==> src/rtl/jpu_ram_arbiter_if.sv <==
// jpu_ram_arbiter_if: requester handshakes plus the RAM pins of the shared block RAM.
interface jpu_ram_arbiter_if #(
   parameter int NB_COL    = 4,
   parameter int COL_WIDTH = 8,
   parameter int ADDR_W    = 10
);
   localparam int DW = NB_COL * COL_WIDTH;
   logic              p0_valid, p0_ready, p0_rvalid;
   logic [ADDR_W-1:0] p0_addr;
   logic [DW-1:0]     p0_rdata;
   logic              p1_valid, p1_ready, p1_rvalid;
   logic [ADDR_W-1:0] p1_addr;
   logic [NB_COL-1:0] p1_be;
   logic [DW-1:0]     p1_wdata, p1_rdata;
   logic [ADDR_W-1:0] ram_addra;
   logic [DW-1:0]     ram_dina, ram_douta;
   logic [NB_COL-1:0] ram_wea;
   logic              ram_ena, ram_regcea, ram_rsta;
   modport slave (
      input  p0_valid, p0_addr, p1_valid, p1_addr, p1_be, p1_wdata, ram_douta,
      output p0_ready, p0_rvalid, p0_rdata, p1_ready, p1_rvalid, p1_rdata,
             ram_addra, ram_dina, ram_wea, ram_ena, ram_regcea, ram_rsta
   );
   modport master (
      output p0_valid, p0_addr, p1_valid, p1_addr, p1_be, p1_wdata, ram_douta,
      input  p0_ready, p0_rvalid, p0_rdata, p1_ready, p1_rvalid, p1_rdata,
             ram_addra, ram_dina, ram_wea, ram_ena, ram_regcea, ram_rsta
   );
endinterface

==> src/rtl/jpu_ram_arbiter.sv <==
// jpu_ram_arbiter: round-robin sharing of one read-first byte-write RAM between fetch and load/store.
module jpu_ram_arbiter #(
   parameter int NB_COL    = 4,
   parameter int COL_WIDTH = 8,
   parameter int ADDR_W    = 10,
   parameter int RD_LAT    = 2
) (
   input logic               clka,
   input logic               rsta_n,
   jpu_ram_arbiter_if.slave  bus
);
   localparam int DW = NB_COL * COL_WIDTH;
   logic              last_q, last_d;
   logic              g0, g1, acc;
   logic [ADDR_W-1:0] addr_q, addr_d;
   logic [DW-1:0]     din_q, din_d;
   logic [RD_LAT-1:0] vld_q, vld_d, prt_q, prt_d;

   if (RD_LAT != 1 && RD_LAT != 2) begin : g_bad_lat
      $error("jpu_ram_arbiter: RD_LAT must be 1 or 2, got %0d", RD_LAT);
   end

   // last_q=1 means port 1 was last served, so port 0 wins the next tie
   always_comb begin
      g0     = rsta_n && bus.p0_valid && (!bus.p1_valid || last_q);
      g1     = rsta_n && bus.p1_valid && (!bus.p0_valid || !last_q);
      acc    = g0 || g1;
      last_d = acc ? g1 : last_q;
      addr_d = g0 ? bus.p0_addr : g1 ? bus.p1_addr : addr_q;
      din_d  = g1 ? bus.p1_wdata : din_q;
      vld_d  = vld_q << 1;
      vld_d[0] = acc;
      prt_d  = prt_q << 1;
      prt_d[0] = g1;
   end

   always_ff @(posedge clka or negedge rsta_n) begin
      if (!rsta_n) begin
         last_q <= 1'b1;
         addr_q <= '0;
         din_q  <= '0;
         vld_q  <= '0;
         prt_q  <= '0;
      end else begin
         last_q <= last_d;
         addr_q <= addr_d;
         din_q  <= din_d;
         vld_q  <= vld_d;
         prt_q  <= prt_d;
      end
   end

   assign bus.p0_ready   = g0;
   assign bus.p1_ready   = g1;
   assign bus.ram_addra  = addr_d;
   assign bus.ram_dina   = din_d;
   assign bus.ram_wea    = g1 ? bus.p1_be : '0;
   assign bus.ram_ena    = acc;
   assign bus.ram_regcea = (RD_LAT == 2);
   assign bus.ram_rsta   = 1'b0;
   assign bus.p0_rvalid  = vld_q[RD_LAT-1] && !prt_q[RD_LAT-1];
   assign bus.p1_rvalid  = vld_q[RD_LAT-1] && prt_q[RD_LAT-1];
   assign bus.p0_rdata   = bus.ram_douta;
   assign bus.p1_rdata   = bus.ram_douta;
endmodule

==> src/flat_wrapper.sv <==
// flat-port wrapper written by rule: the top's interface ports become plain ports
module jpu_ram_arbiter_flat 
#(
   parameter int NB_COL    = 4,
   parameter int COL_WIDTH = 8,
   parameter int ADDR_W    = 10,
   parameter int RD_LAT    = 2
)
  (clka, rsta_n, bus_p0_valid, bus_p0_addr, bus_p1_valid, bus_p1_addr, bus_p1_be, bus_p1_wdata, bus_ram_douta, bus_p0_ready, bus_p0_rvalid, bus_p0_rdata, bus_p1_ready, bus_p1_rvalid, bus_p1_rdata, bus_ram_addra, bus_ram_dina, bus_ram_wea, bus_ram_ena, bus_ram_regcea, bus_ram_rsta);
  jpu_ram_arbiter_if #(.NB_COL(NB_COL), .COL_WIDTH(COL_WIDTH), .ADDR_W(ADDR_W)) bus_i ();
  input logic clka;
  input logic rsta_n;
  input wire logic [$bits(bus_i.p0_valid)-1:0] bus_p0_valid;
  input wire logic [$bits(bus_i.p0_addr)-1:0] bus_p0_addr;
  input wire logic [$bits(bus_i.p1_valid)-1:0] bus_p1_valid;
  input wire logic [$bits(bus_i.p1_addr)-1:0] bus_p1_addr;
  input wire logic [$bits(bus_i.p1_be)-1:0] bus_p1_be;
  input wire logic [$bits(bus_i.p1_wdata)-1:0] bus_p1_wdata;
  input wire logic [$bits(bus_i.ram_douta)-1:0] bus_ram_douta;
  output wire logic [$bits(bus_i.p0_ready)-1:0] bus_p0_ready;
  output wire logic [$bits(bus_i.p0_rvalid)-1:0] bus_p0_rvalid;
  output wire logic [$bits(bus_i.p0_rdata)-1:0] bus_p0_rdata;
  output wire logic [$bits(bus_i.p1_ready)-1:0] bus_p1_ready;
  output wire logic [$bits(bus_i.p1_rvalid)-1:0] bus_p1_rvalid;
  output wire logic [$bits(bus_i.p1_rdata)-1:0] bus_p1_rdata;
  output wire logic [$bits(bus_i.ram_addra)-1:0] bus_ram_addra;
  output wire logic [$bits(bus_i.ram_dina)-1:0] bus_ram_dina;
  output wire logic [$bits(bus_i.ram_wea)-1:0] bus_ram_wea;
  output wire logic [$bits(bus_i.ram_ena)-1:0] bus_ram_ena;
  output wire logic [$bits(bus_i.ram_regcea)-1:0] bus_ram_regcea;
  output wire logic [$bits(bus_i.ram_rsta)-1:0] bus_ram_rsta;
  assign bus_i.p0_valid = bus_p0_valid;
  assign bus_i.p0_addr = bus_p0_addr;
  assign bus_i.p1_valid = bus_p1_valid;
  assign bus_i.p1_addr = bus_p1_addr;
  assign bus_i.p1_be = bus_p1_be;
  assign bus_i.p1_wdata = bus_p1_wdata;
  assign bus_i.ram_douta = bus_ram_douta;
  assign bus_p0_ready = bus_i.p0_ready;
  assign bus_p0_rvalid = bus_i.p0_rvalid;
  assign bus_p0_rdata = bus_i.p0_rdata;
  assign bus_p1_ready = bus_i.p1_ready;
  assign bus_p1_rvalid = bus_i.p1_rvalid;
  assign bus_p1_rdata = bus_i.p1_rdata;
  assign bus_ram_addra = bus_i.ram_addra;
  assign bus_ram_dina = bus_i.ram_dina;
  assign bus_ram_wea = bus_i.ram_wea;
  assign bus_ram_ena = bus_i.ram_ena;
  assign bus_ram_regcea = bus_i.ram_regcea;
  assign bus_ram_rsta = bus_i.ram_rsta;
  jpu_ram_arbiter #(.NB_COL(NB_COL), .COL_WIDTH(COL_WIDTH), .ADDR_W(ADDR_W), .RD_LAT(RD_LAT)) u_core (.clka(clka), .rsta_n(rsta_n), .bus(bus_i));
endmodule
==> config.mk <==
export PLATFORM = sky130hd
export DESIGN_NAME = jpu_ram_arbiter_flat
export DESIGN_NICKNAME = d
export VERILOG_FILES = /design/src/rtl/jpu_ram_arbiter_if.sv /design/src/rtl/jpu_ram_arbiter.sv /design/src/flat_wrapper.sv
export SDC_FILE = /design/constraint.sdc
export NUM_CORES = 1
export LEC_CHECK = 0
export CAP_MARGIN = 20
export CORE_MARGIN = 2
export CORE_UTILIZATION = 33
export CTS_CLUSTER_DIAMETER = 80
export DETAILED_ROUTE_END_ITERATION = 12
export GPL_ROUTABILITY_DRIVEN = 0
export PLACE_DENSITY = 0.82
export RECOVER_POWER = 100
export SETUP_SLACK_MARGIN = 0.1
export SKIP_CTS_REPAIR_TIMING = 1
export SLEW_MARGIN = 20
export SYNTH_ARGS = -nofsm -noshare
export SYNTH_HDL_FRONTEND = slang
export SYNTH_SLANG_ARGS = --single-unit
==> constraint.sdc <==
create_clock -name clka -period 1.9 [get_ports clka]
set_clock_uncertainty 0.2 [all_clocks]
set_input_delay 0.38 -clock clka [delete_from_list [all_inputs] [get_ports clka]]
set_output_delay 0.38 -clock clka [all_outputs]
set_load 0.05 [all_outputs]
Yosys cells after proc, flatten, opt, wreduce, memory -nomap -nowiden
Index checks and enable logic that the tools add are counted.

Add/subtract/negate cells: 0. Multipliers: 0. Divide/modulo/power cells: 0. Order comparisons: 0. Equal/unequal tests: 0. Shift operators: 0. Mux-type cells: 4. Bitwise logic cells: 0. Reduce and logical (&&, ||, !) cells: 13.

Operators by type and width (number): $mux 32 (1); $mux 10 (2); $logic_and 1x1->1 (6); $logic_not 1->1 (4); $mux 4 (1); $logic_or 1x1->1 (3).

Bits in registers: 47. Latch bits: 0. RAM bits: 0. Bits in read-only memories: 0. Input bits: 92. Output and inout bits: 117. Logic and storage cells: 22. Memories: 0.

Longest topological paths before layout
Gate-level depths: netlist (run 1).

Word-level depth: 5. Depth in mapped cells: 5. Mapped depth without buffers: 3.

Least setup slack after synthesis (run 1)
Ideal clock, no wire load.

Kind: flip-flop to output port. Start point: register u_core.last_q. End point: output port bus_ram_addra[0]. Arrival: 1831 ps. Data required time: 1320 ps. Slack: -511 ps. Cell stages (with the launch flop): 5. Buffers on the path: 1. Cells stage by stage: dfstp_2 and2_1 clkbuf_1 o21ai_0 a31oi_1.

Cells in the longest elaborated chain, start to end: 5. Elaborated cells on any way between the ends: 7. Those cells by class: mux (2); reduce/logical (5).

RTL lines: start, declared (line jpu_ram_arbiter.sv:13) `logic last_q, last_d;`; start signal, assigned (line jpu_ram_arbiter.sv:45) `last_q <= last_d;`; $logic_not 1->1 (line jpu_ram_arbiter.sv:26) `g1 = rsta_n && bus.p1_valid && (!bus.p0_valid || !last_q);`; $logic_or 1x1->1 (line jpu_ram_arbiter.sv:26); $logic_and 1x1->1 (line jpu_ram_arbiter.sv:26); $mux 10 (line jpu_ram_arbiter.sv:29) `addr_d = g0 ? bus.p0_addr : g1 ? bus.p1_addr : addr_q;`; $mux 10 (*) (line jpu_ram_arbiter.sv:29); end, declared (line flat_wrapper.sv:26) `output wire logic [$bits(bus_i.ram_addra)-1:0] bus_ram_addra;`.

Every way passes the cells marked *; elsewhere a longest branch is shown, timed or not.

Worst setup path in the final report (run 1)
Start point: register u_core.last_q. End point: output port bus_ram_addra[5].

Same word-level chain as after synthesis.

==> results of run 1 <==
state kept, by name (all words and copies together) (netlist names):
signal and flops:
u_core.addr_q 10, u_core.din_q 32, u_core.last_q 1, u_core.prt_q 2, u_core.vld_q 2
through the flow:
stage          setup slack (ps)  TNS (ps)  std cells  utilization
2_1_floorplan              -119     -1130        217            -
3_3_place_gp               -587    -27720        379        0.475
3_5_place_dp               -590    -30070        379        0.475
4_1_cts                    -603    -25660        387        0.490
5_1_grt                    -507    -22290        405        0.549
6_report                   -439    -18850        405        0.549
kinds of logic (layout without fill, tap and decap cells):
family                 Yosys count  in the layout  share of synthesized area
other                            2              2                    0.00295
muxes                           32             32                      0.184
and+or+nand+nor                 35             35                     0.0752
AOI/OAI and AO/OA               22             22                     0.0491
buffers and inverters           79            165                      0.226
DFF                             47             47                      0.462
power breakdown:
| group | total [mW] | leakage [nW] | switching, mW | internal (mW) |
|---|---|---|---|---|
| registers | 1.27 | 0.552 | 0.0712 | 1.20 |
| logic | 2.24 | 1.32 | 1.21 | 1.02 |
| clock network | 0.752 | 0.0587 | 0.353 | 0.399 |
worst max-delay path: stages, from the launching register on:
cell	delay, ps
dfstp_2	600
nor2b_1	80
or2_4	260
clkbuf_16	170
a31oi_4	170
buf_6	190
final cells by class:
type	instances	share of cell area
repair buffers	155	0.421
flip-flops and latches	47	0.282
multi-input cells	91	0.237
well taps	102	0.0305
clock buffers	5	0.0165
clock inverters	3	0.0114
inverters	2	0.00180
per-layer routing:
metal | up-vias | wire length (microns) | global-route usage
li1 | 832 | - | -
met1 | 884 | 2610 | 0.160
met2 | 77 | 3470 | 0.244
met3 | 13 | 477 | 0.0485
met4 | 0 | 89 | 0.0435
met5 | - | 0 | 0
worst paths after layout:
kind,depth (start not counted),startpoint,to,slack (ps)
worst max-delay path,5,u_core.last_q,bus_ram_addra[5],-440
worst min-delay path,0,u_core.prt_q[0],u_core.prt_q[1],160
worst max register to register,5,u_core.last_q,u_core.din_q[17],160
worst min register to register,0,u_core.prt_q[0],u_core.prt_q[1],160
max in group asynchronous,3,rsta_n,u_core.din_q[18],320
min in group asynchronous,3,rsta_n,u_core.din_q[1],570
cell usage in the layout (no fill, tap or decap), types with 2 or more instances in the layout:
master,count
o21ai_1,9
nor3_1,9
dlygate4sd3_1,2
nor2b_1,2
conb_1,2
a31oi_4,10
buf_4,33
clkbuf_16,4
buf_12,15
dfrtp_1,46
mux2_4,32
nand2_1,2
and2_4,2
buf_6,35
dlymetal6s2s_1,2
clkdlybuf4s50_1,56
and3_2,4
buf_8,7
nand3_1,10
clkbuf_8,5
==> impl_metrics.prom, run 1 <==
# TYPE chip_impl_metric gauge
chip_impl_metric{name="multiInputGateArea",unit="sq um"} 992
chip_impl_metric{name="design.die.area",unit="sq um"} 8430
chip_impl_metric{name="synth-async-reset-ratio",unit=""} 1.00
chip_impl_info{name="violations",value="negative setup slack"} 1
chip_impl_metric{name="synth_warnings",unit=""} 0
chip_impl_metric{name="clock-sinks",unit=""} 47
chip_impl_metric{name="holdWs",unit="ps"} 157
chip_impl_info{name="hold_class",value="reg -> reg"} 1
chip_impl_metric{name="design.final.nets",unit=""} 394
chip_impl_metric{name="vdd_drop_max",unit="V"} 0.000600
chip_impl_metric{name="area.growth.synth_to_final",unit="%"} 64.1
chip_impl_info{name="synth_most_common_cell",value="buf_4"} 1
chip_impl_metric{name="grt_pass1_vias",unit=""} 1882
chip_impl_metric{name="post-route-drc-count",unit=""} 0
chip_impl_metric{name="final_design_area_no_fill",unit="sq um"} 4180
chip_impl_metric{name="p_per_area",unit="nW/um^2"} 1020
chip_impl_metric{name="required",unit="ps"} 1320
chip_impl_metric{name="placement_rows",unit=""} 32
chip_impl_metric{name="synthDominantCellAreaShare",unit=""} 0.452
chip_impl_metric{name="fillcell_total",unit=""} 636
chip_impl_metric{name="initial_core_util",unit=""} 0.335
chip_impl_metric{name="htree_levels",unit=""} 2
chip_impl_metric{name="grt_max_degree",unit=""} 35
chip_impl_info{name="outcome",value="complete, but fails checks"} 1
chip_impl_metric{name="ant_nets",unit=""} 0
chip_impl_metric{name="worstSkewPairLatency",unit="ps"} 290
chip_impl_metric{name="cts_inserted_buffers",unit=""} 5
chip_impl_metric{name="worst_slew_margin_rel",unit=""} 0.473
chip_impl_metric{name="boundaryPins",unit=""} 209
chip_impl_metric{name="n_antenna_cell",unit=""} 0
chip_impl_info{name="cp-end-kind",value="output pin"} 1
chip_impl_metric{name="min_period_over_period",unit=""} 1.23
chip_impl_metric{name="detail_route.wirelength",unit="microns"} 6650
chip_impl_metric{name="hpwlAfterDp",unit="microns"} 4440
chip_impl_metric{name="vias",unit=""} 1806
chip_impl_metric{name="finalPower",unit="mW"} 4.26
chip_impl_info{name="clockRootBuffer",value="clkbuf_8"} 1
chip_impl_metric{name="ys_types",unit=""} 22
chip_impl_metric{name="syn_inst",unit=""} 217
chip_impl_metric{name="netlist_area",unit="sq um"} 2550
chip_impl_metric{name="max_cap_violations",unit=""} 0
chip_impl_metric{name="firstDrtPassIters",unit=""} 4
chip_impl_metric{name="final-setup-viol-count",unit=""} 48
chip_impl_metric{name="count_of_state_elements_after_synthesis",unit=""} 47
chip_impl_metric{name="hold_violations",unit=""} 0
chip_impl_info{name="synth_area_leaders",value="dfrtp_1, buf_4, mux2_4"} 1
chip_impl_metric{name="avgSynthCellArea",unit="sq um"} 11.7
chip_impl_metric{name="die_wd",unit="microns"} 91.8
chip_impl_metric{name="grt_antenna_before_repair",unit=""} 0
chip_impl_metric{name="routed_len_inst",unit="microns"} 16.4
chip_impl_metric{name="fmax",unit="MHz"} 428
chip_impl_metric{name="regArea",unit="sq um"} 1180
chip_impl_metric{name="clkTransAtPathRegs",unit="ps"} 100
chip_impl_info{name="criticalPathCategory",value="reg -> out"} 1
chip_impl_metric{name="final_max_slew_viol_count",unit=""} 0
chip_impl_metric{name="dr.first_iter.drc_count",unit=""} 44
chip_impl_metric{name="placement.io_buffers",unit=""} 110
chip_impl_info{name="rsz0062_at_grt",value="yes"} 1
chip_impl_metric{name="die_h",unit="microns"} 91.8
chip_impl_metric{name="max_slew.worst_pin.slew",unit="ps"} 788
chip_impl_info{name="synth.largest_area_cell",value="dfrtp_1"} 1
chip_impl_metric{name="route.detailed.vias_per_inst",unit=""} 4.46
chip_impl_metric{name="layout-drive-gt1-share",unit=""} 0.525
chip_impl_metric{name="grt_overflow",unit=""} 0
chip_impl_metric{name="grt.total_usage",unit=""} 0.139
chip_impl_metric{name="minimum_setup_slack_in_the_final_design",unit="ps"} -439
chip_impl_info{name="synthFlopType",value="dfrtp_1"} 1
chip_impl_metric{name="core-area",unit="sq um"} 7610
chip_impl_metric{name="global_route_wire_length_before_repair",unit="microns"} 9400
chip_impl_info{name="cts_tree",value="built"} 1
chip_impl_metric{name="worst_ep_arrival_time",unit="ps"} 1760
chip_impl_metric{name="clock_path_buffers",unit=""} 2
chip_impl_metric{name="p_leak",unit="nW"} 1.93
chip_impl_metric{name="finalCriticalPeriod",unit="ps"} 2340
chip_impl_metric{name="synthesis.nets",unit=""} 309
chip_impl_info{name="critPathLaunchType",value="register"} 1
chip_impl_info{name="synthTopCellsByCount",value="buf_4, dfrtp_1, mux2_4"} 1
chip_impl_metric{name="seq_area_frac_synth",unit=""} 0.462
chip_impl_metric{name="critical_path.max_fanout",unit=""} 5
chip_impl_metric{name="dpl-instance-area",unit="sq um"} 3610
chip_impl_metric{name="number_of_enable_type_register_cells_in_the_synthesized_netlist",unit=""} 0
Power figures use the tool's default switching activity.
==> run 2, diff against run 1 <==
--- a/config.mk
+++ b/config.mk
@@ -8,7 +8,7 @@
 export CAP_MARGIN = 20
 export CORE_MARGIN = 2
 export CORE_UTILIZATION = 33
-export CTS_CLUSTER_DIAMETER = 80
+export CTS_CLUSTER_DIAMETER = 40
 export DETAILED_ROUTE_END_ITERATION = 12
 export GPL_ROUTABILITY_DRIVEN = 0
 export PLACE_DENSITY = 0.82
==> results of run 2 <==
Final layout, timing and power as in run 1 (identical DEF).
==> variant 1: new RTL, settings of run 1 <==
`addr_q` and `din_q` no longer have a reset.
--- a/src/rtl/jpu_ram_arbiter.sv
+++ b/src/rtl/jpu_ram_arbiter.sv
@@ -38,15 +38,16 @@
       if (!rsta_n) begin
          last_q <= 1'b1;
-         addr_q <= '0;
-         din_q  <= '0;
          vld_q  <= '0;
          prt_q  <= '0;
       end else begin
          last_q <= last_d;
-         addr_q <= addr_d;
-         din_q  <= din_d;
          vld_q  <= vld_d;
          prt_q  <= prt_d;
       end
+   end
+
+   always_ff @(posedge clka) begin
+      addr_q <= addr_d;
+      din_q  <= din_d;
    end
 
Behaviour: differs if rsta_n is asserted again (counterexample within 4 cycles, from zero or initial values and one cycle with rsta_n low); with rsta_n held inactive, the same outputs for 10 cycles.
==> variant 1 against run 1 <==
- the flow still finishes with violations (negative setup slack)
- die area fell by 7.9%
- critical path depth did not move
- power fell by 4.5%
- sequential share of layout area fell by 3.2 points
- sequential cell count did not move
- synthesized area fell by 8.3%
- setup slack got worse by 0.048 ns
- design area fell by 7.4%
- clock power fell by 18%
- wire length rose by 1.9%
- utilization rose by 1.7 points
- critical path type unchanged
- largest cell class unchanged
- largest power group unchanged
==> variant 1: results (changes against run 1) <==
Global routing
  – First-pass GRT wire length: 9.00 mm (-4.3%)
  – Met1 usage: 0.147 (-0.0125)
  – GRT Total Usage: 0.155 (+0.0154)
  – Vias in the first global route: 1842 (-2.1%)
  – Met2 track demand over resource: 0.303 (+0.0592)
  – M3 GR Usage: 0.0509 (+0.00242)
  – Largest net degree at the start of global routing: 17 (-51%)
  – Busiest grt layer: met2

Yosys
  – Sequential area share after synthesis: 0.414 (-0.0484)
  – Synth warnings: 0 (unchanged)
  – Post-synth ARST share: 0.106 (-0.894)
  – Cell with the most instances after synthesis: buf_4
  – Mux contribution to synthesized area: 0.201 (+0.0166)
  – Top post-synthesis cells by count: buf_4 (66), dfxtp_1 (42), mux2_4 (29), o21ai_0 (11)
  – Xor/xnor cell area share of the yosys netlist: 0 (unchanged)
  – Dominant cells by area after synthesis: dfxtp_1 (36%), buf_4 (21%), mux2_4 (19%), dfrtp_1 (4.3%), a31oi_1 (2.7%)
  – Post-synthesis cell type count: 23 (+4.5%)
  – Post-synth top flop: dfxtp_1
  – Adder-cell share of the synthesized area: 0 (unchanged)
  – Synth Area in Compound Gates: 0.0536 (+0.00442)
  – Cell taking the most area after synthesis: dfxtp_1
  – Post-Syn Nets: 309 (unchanged)

Clock network
  – TritonCTS buffer count: 5 (unchanged)
  – Root buf cell: clkbuf_8
  – CTS Buffer Depth: 2 (unchanged)
  – Clock slew at reported path FFs: 0.09 ns
  – Clock Latency Late Sink: 0.30 ns
  – Htree depth: 2 (unchanged)

Outcome
  – Failing checks: negative setup slack
  – Status: complete, but fails checks

Placement
  – DP Worst Slack: -0.611 ns (-0.0209 ns)
  – I/O Buffers: 110 (unchanged)
  – Post-detail-place hpwl: 4.99 mm (+12%)

Cells and area
  – Top Registers: u_core.din_q: 32 flops, u_core.addr_q: 10 flops
  – Nets: 392 (-0.51%)
  – Layout cells sized above 1: 0.528 (+0.00349)
  – Ant diodes: 0 (unchanged)
  – Fillers: 582 (-8.5%)

Hold path
  – HP Class: in -> async

Detailed routing
  – Iter 0 DRT Violations: 29 (-34%)
  – Vias per inst: 4.41 (-1.0%)
  – First-pass DRT Iterations: 3 (-1)
  – DRT Wirelength: 6.78 mm (+1.9%)

STA
  – Final Setup Violations: 48 (unchanged)
  – Setup slack after layout: -0.487 ns (-0.0481 ns)

Worst setup path
  – CP Max Fanout: 8 (+3)
  – Crit path capture: bus_ram_dina[11]
  – CP arrival: 1.81 ns (+0.05 ns)
  – Slowest stage delay, CP: 0.59 ns
  – R2R depth: 7 (+2)
  – Critical R2R Launch: u_core.last_q$_DFFE_PN1P_
  – Crit path from: u_core.last_q$_DFFE_PN1P_
  – Worst flop-to-flop path endpoint: u_core.addr_q[5]$_DFF_P_

Pwr
  – Peak supply drop: 0.000593 V (-1.2%)
  – Pleak: 0.00174 uW (-9.7%)
==> variant 1: routing by layer <==
layer,share of wire,up-vias
li1,-,826
met1,0.33,804
met2,0.56,106
met3,0.092,16
met4,0.025,0
met5,0,-
==> variant 1: worst min path at each step <==
stage | cells after the start | slack [ns] | endpoint
2_1_floorplan | 0 | -0.12 | u_core.prt_q[0]$_DFF_PN0_
3_3_place_gp | 0 | 0.13 | u_core.prt_q[1]$_DFF_PN0_
3_5_place_dp | 0 | 0.14 | u_core.vld_q[1]$_DFF_PN0_
4_1_cts | 0 | 0.16 | u_core.vld_q[1]$_DFF_PN0_
5_1_grt | 2 | 0.15 | u_core.last_q$_DFFE_PN1P_
6_report | 2 | 0.16 | u_core.last_q$_DFFE_PN1P_
==> variant 1: layout make-up <==
cell class / instances / area share
well taps: 96 / 0.0310
clock inverters: 3 / 0.00485
multi-input cells: 91 / 0.256
flip-flops and latches: 47 / 0.250
inverters: 2 / 0.00388
clock buffers: 5 / 0.0178
repair buffers: 153 / 0.437
==> variant 1: worst max-delay path, delay by kind of cell (launching register included) <==
kind | cells | cell delay, ns
flip-flops | 1 | 0.59
AND/OR/NAND/NOR | 2 | 0.25
buffers and inverters | 2 | 0.34
multiplexers | 1 | 0.31
==> variant 1: power breakdown <==
group	internal [uW]	leakage (uW)	switching, uW	total [uW]
clock	260	0.0000483	357	617
sequential	1200	0.000416	66.7	1270
combinational	999	0.00127	1190	2190
total	2460	0.00174	1610	4070
==> variant 1: kinds of logic (layout without fill, tap and decap cells) <==
group                  after synthesis  in the layout
buffers and inverters               79            163
flip-flops                          47             47
AND/OR/NAND/NOR                     35             35
multiplexers                        32             32
AO/OA/AOI/OAI                       22             22
other                                2              2
==> variant 1: through the flow <==
stage               area, sq um  TNS, ns  total power [uW]  cells
floorplan                  2540    -1.11              2910    217
global placement           3420   -31.10              3170    377
detailed placement         3420   -32.90              3200    377
CTS                        3500   -26.83              3840    385
global route               3870   -23.81              4250    397
finish                     3870   -20.21              4070    397
==> variant 2: new RTL, config.mk and constraints of run 1 <==
Without the edit above. `NB_COL` is set to 4 in 3 places; all go to 3.
--- a/src/rtl/jpu_ram_arbiter_if.sv
+++ b/src/rtl/jpu_ram_arbiter_if.sv
@@ -1,5 +1,5 @@
 // jpu_ram_arbiter_if: requester handshakes plus the RAM pins of the shared block RAM.
 interface jpu_ram_arbiter_if #(
-   parameter int NB_COL    = 4,
+   parameter int NB_COL    = 3,
    parameter int COL_WIDTH = 8,
    parameter int ADDR_W    = 10
--- a/src/rtl/jpu_ram_arbiter.sv
+++ b/src/rtl/jpu_ram_arbiter.sv
@@ -1,5 +1,5 @@
 // jpu_ram_arbiter: round-robin sharing of one read-first byte-write RAM between fetch and load/store.
 module jpu_ram_arbiter #(
-   parameter int NB_COL    = 4,
+   parameter int NB_COL    = 3,
    parameter int COL_WIDTH = 8,
    parameter int ADDR_W    = 10,
--- a/src/flat_wrapper.sv
+++ b/src/flat_wrapper.sv
@@ -2,5 +2,5 @@
 module jpu_ram_arbiter_flat 
 #(
-   parameter int NB_COL    = 4,
+   parameter int NB_COL    = 3,
    parameter int COL_WIDTH = 8,
    parameter int ADDR_W    = 10,
Ports: changed (7 resized); port bits go from 209 to 167. No check against the original RTL was run, so the function may have changed too.
==> variant 2 against run 1 <==
- the flow still finishes with violations (negative setup slack)
- synthesized area decreased by 18%
- largest cell class unchanged
- highest routed layer unchanged
- power fell by 19%
- critical endpoint is now bus_ram_addra[6]
- first-iteration DRC count is 43% higher
- clock power fell by 28%
- setup slack better by 0.0093 ns
- die area shrank 17%
- wire length is 23% lower
- sequential cell count decreased by 8
- design area shrank 18%
- sequential power down 18%
==> variant 2: results (changes against run 1) <==
Pwr
  – Pleak: 0.00152 uW (-21%)
  – Peak supply drop: 0.000683 V (+14%)
  – Switch Pwr: 1340 uW (-18%)

Detailed routing
  – Iter 0 DRT Violations: 63 (+43%)
  – First-pass DRT Iterations: 4 (unchanged)
  – DRT Wirelength: 5.13 mm (-23%)
  – Vias per inst: 4.67 (+4.6%)

Worst setup path
  – CP Max Fanout: 5 (unchanged)
  – Type of origin of the critical path: flip-flop
  – Critical R2R Launch: u_core.last_q$_DFFE_PN1P_
  – CP arrival: 1.75 ns

Placement
  – Post-detail-place hpwl: 3.67 mm (-17%)
  – I/O Buffers: 92 (-16%)
  – Placed cell areas: 0.00316 sq mm (-13%)

Cells and area
  – Layout cells sized above 1: 0.500 (-0.0248)
  – Ant diodes: 0 (unchanged)
  – Top Registers: u_core.din_q: 24 flops, u_core.addr_q: 10 flops
  – Nets: 332 (-16%)

Clock network
  – Clock slew at reported path FFs: 0.08 ns (-0.02 ns)
  – Root buf cell: clkbuf_8
  – TritonCTS buffer count: 5 (unchanged)
  – Htree depth: 2 (unchanged)
  – Clock Latency Late Sink: 0.29 ns (about the same)

Yosys
  – Post-synth top area share: 0.454 (+0.00164)
  – Post-Syn Nets: 258 (-17%)
  – Sequential area share after synthesis: 0.466 (+0.00386)
  – Synth warnings: 0 (unchanged)
  – Dominant cells by area after synthesis: dfrtp_1 (45%), buf_4 (18%), mux2_4 (14%), a31oi_1 (3.0%), mux2_2 (2.7%)
  – Top post-synthesis cells by count: buf_4 (50), dfrtp_1 (38), mux2_4 (19), o21ai_0 (11)
  – Post-synth ARST share: 1.00 (unchanged)
  – Post-synth top flop: dfrtp_1
  – Post-synthesis cell type count: 22 (unchanged)

Global routing
  – First-pass GRT wire length: 7.78 mm (-17%)
  – GRT Total Usage: 0.138 (-0.00156)
  – Initial antenna violation count: 0 (unchanged)
  – Largest net degree at the start of global routing: 35 (unchanged)
  – Vias in the first global route: 1595 (-15%)

Outcome
  – Status: complete, but fails checks
  – Failing checks: negative setup slack

Hold path
  – HP Class: in -> async

STA
  – Final Setup Violations: 39 (-19%)
  – Setup slack after layout: -0.429 ns (+0.00934 ns)
==> variant 2: cell count changes in the layout (fill, tap and decap cells not counted), sizes merged, moves of 2 or more <==
| cell | before | now |
|---|---|---|
| buf | 91 | 72 |
| clkdlybuf4s50 | 56 | 47 |
| dfrtp | 46 | 38 |
| mux2 | 32 | 24 |
| clkinvlp | 0 | 2 |
| inv | 3 | 1 |
| nand2 | 5 | 7 |
==> variant 2: cell type report <==
type                    count  area, sq um
fillers                   509         2810
repair buffers            124         1370
flip-flops and latches     39          977
multi-input cells          85          885
well taps                  77         96.3
clock buffers               6         72.6
clock inverters             2         12.5
inverters                   2         11.3
==> variant 2: cell families after synthesis <==
| group | count (synthesis) | share of synthesized area |
|---|---|---|
| AOI/OAI and AO/OA | 22 | 0.0597 |
| buffers and inverters | 62 | 0.213 |
| DFF | 39 | 0.466 |
| muxes | 24 | 0.163 |
| other | 2 | 0.00358 |
| and+or+nand+nor | 34 | 0.0949 |
==> variant 2: final timing paths <==
kind | to | depth (start not counted) | slack (ns)
worst max-delay path | bus_ram_addra[6] | 5 | -0.43
worst min-delay path | u_core.vld_q[0]$_DFF_PN0_ | 2 | 0.04
worst max register to register | u_core.addr_q[6]$_DFF_PN0_ | 6 | 0.12
max in group asynchronous | u_core.addr_q[3]$_DFF_PN0_ | 3 | 0.63
min in group clka | u_core.vld_q[1]$_DFF_PN0_ | 0 | 0.15
worst min register to register | u_core.vld_q[1]$_DFF_PN0_ | 0 | 0.15
==> variant 2: stage by stage <==
stage	worst slack, ns	power, uW	setup TNS [ns]	hold slack, ns	cells
6_report	-0.429	3430	-14.38	0.0361	335
5_1_grt	-0.489	3570	-16.53	0.0603	335
4_1_cts	-0.552	3400	-19.40	-0.156	319
3_5_place_dp	-0.549	2840	-23.22	0.137	311
3_3_place_gp	-0.522	2820	-21.48	0.138	311
2_1_floorplan	-0.0827	2390	-0.744	-0.116	183
==> variant 2: power groups by stage <==
stage / registers, uW / logic, uW / clock network [uW]
2_1_floorplan: 1040 / 1350 / 0
3_3_place_gp: 1050 / 1770 / 0
3_5_place_dp: 1060 / 1780 / 0
4_1_cts: 1050 / 1790 / 563
5_1_grt: 1060 / 1920 / 595
6_report: 1040 / 1840 / 542
==> variant 2: worst max-delay path, cell delays in order (launching register included) <==
cell	delay, ns
dfstp_2	0.58
and2_1	0.17
buf_4	0.14
o21ai_0	0.13
a31oi_4	0.26
buf_12	0.16
==> variant 2: metal layers <==
metal | global-route usage | vias up | wire (um)
li1 | - | 716 | -
met1 | 0.161 | 778 | 1970
met2 | 0.236 | 64 | 2740
met3 | 0.0524 | 5 | 377
met4 | 0.0396 | 0 | 46
met5 | 0 | - | 0
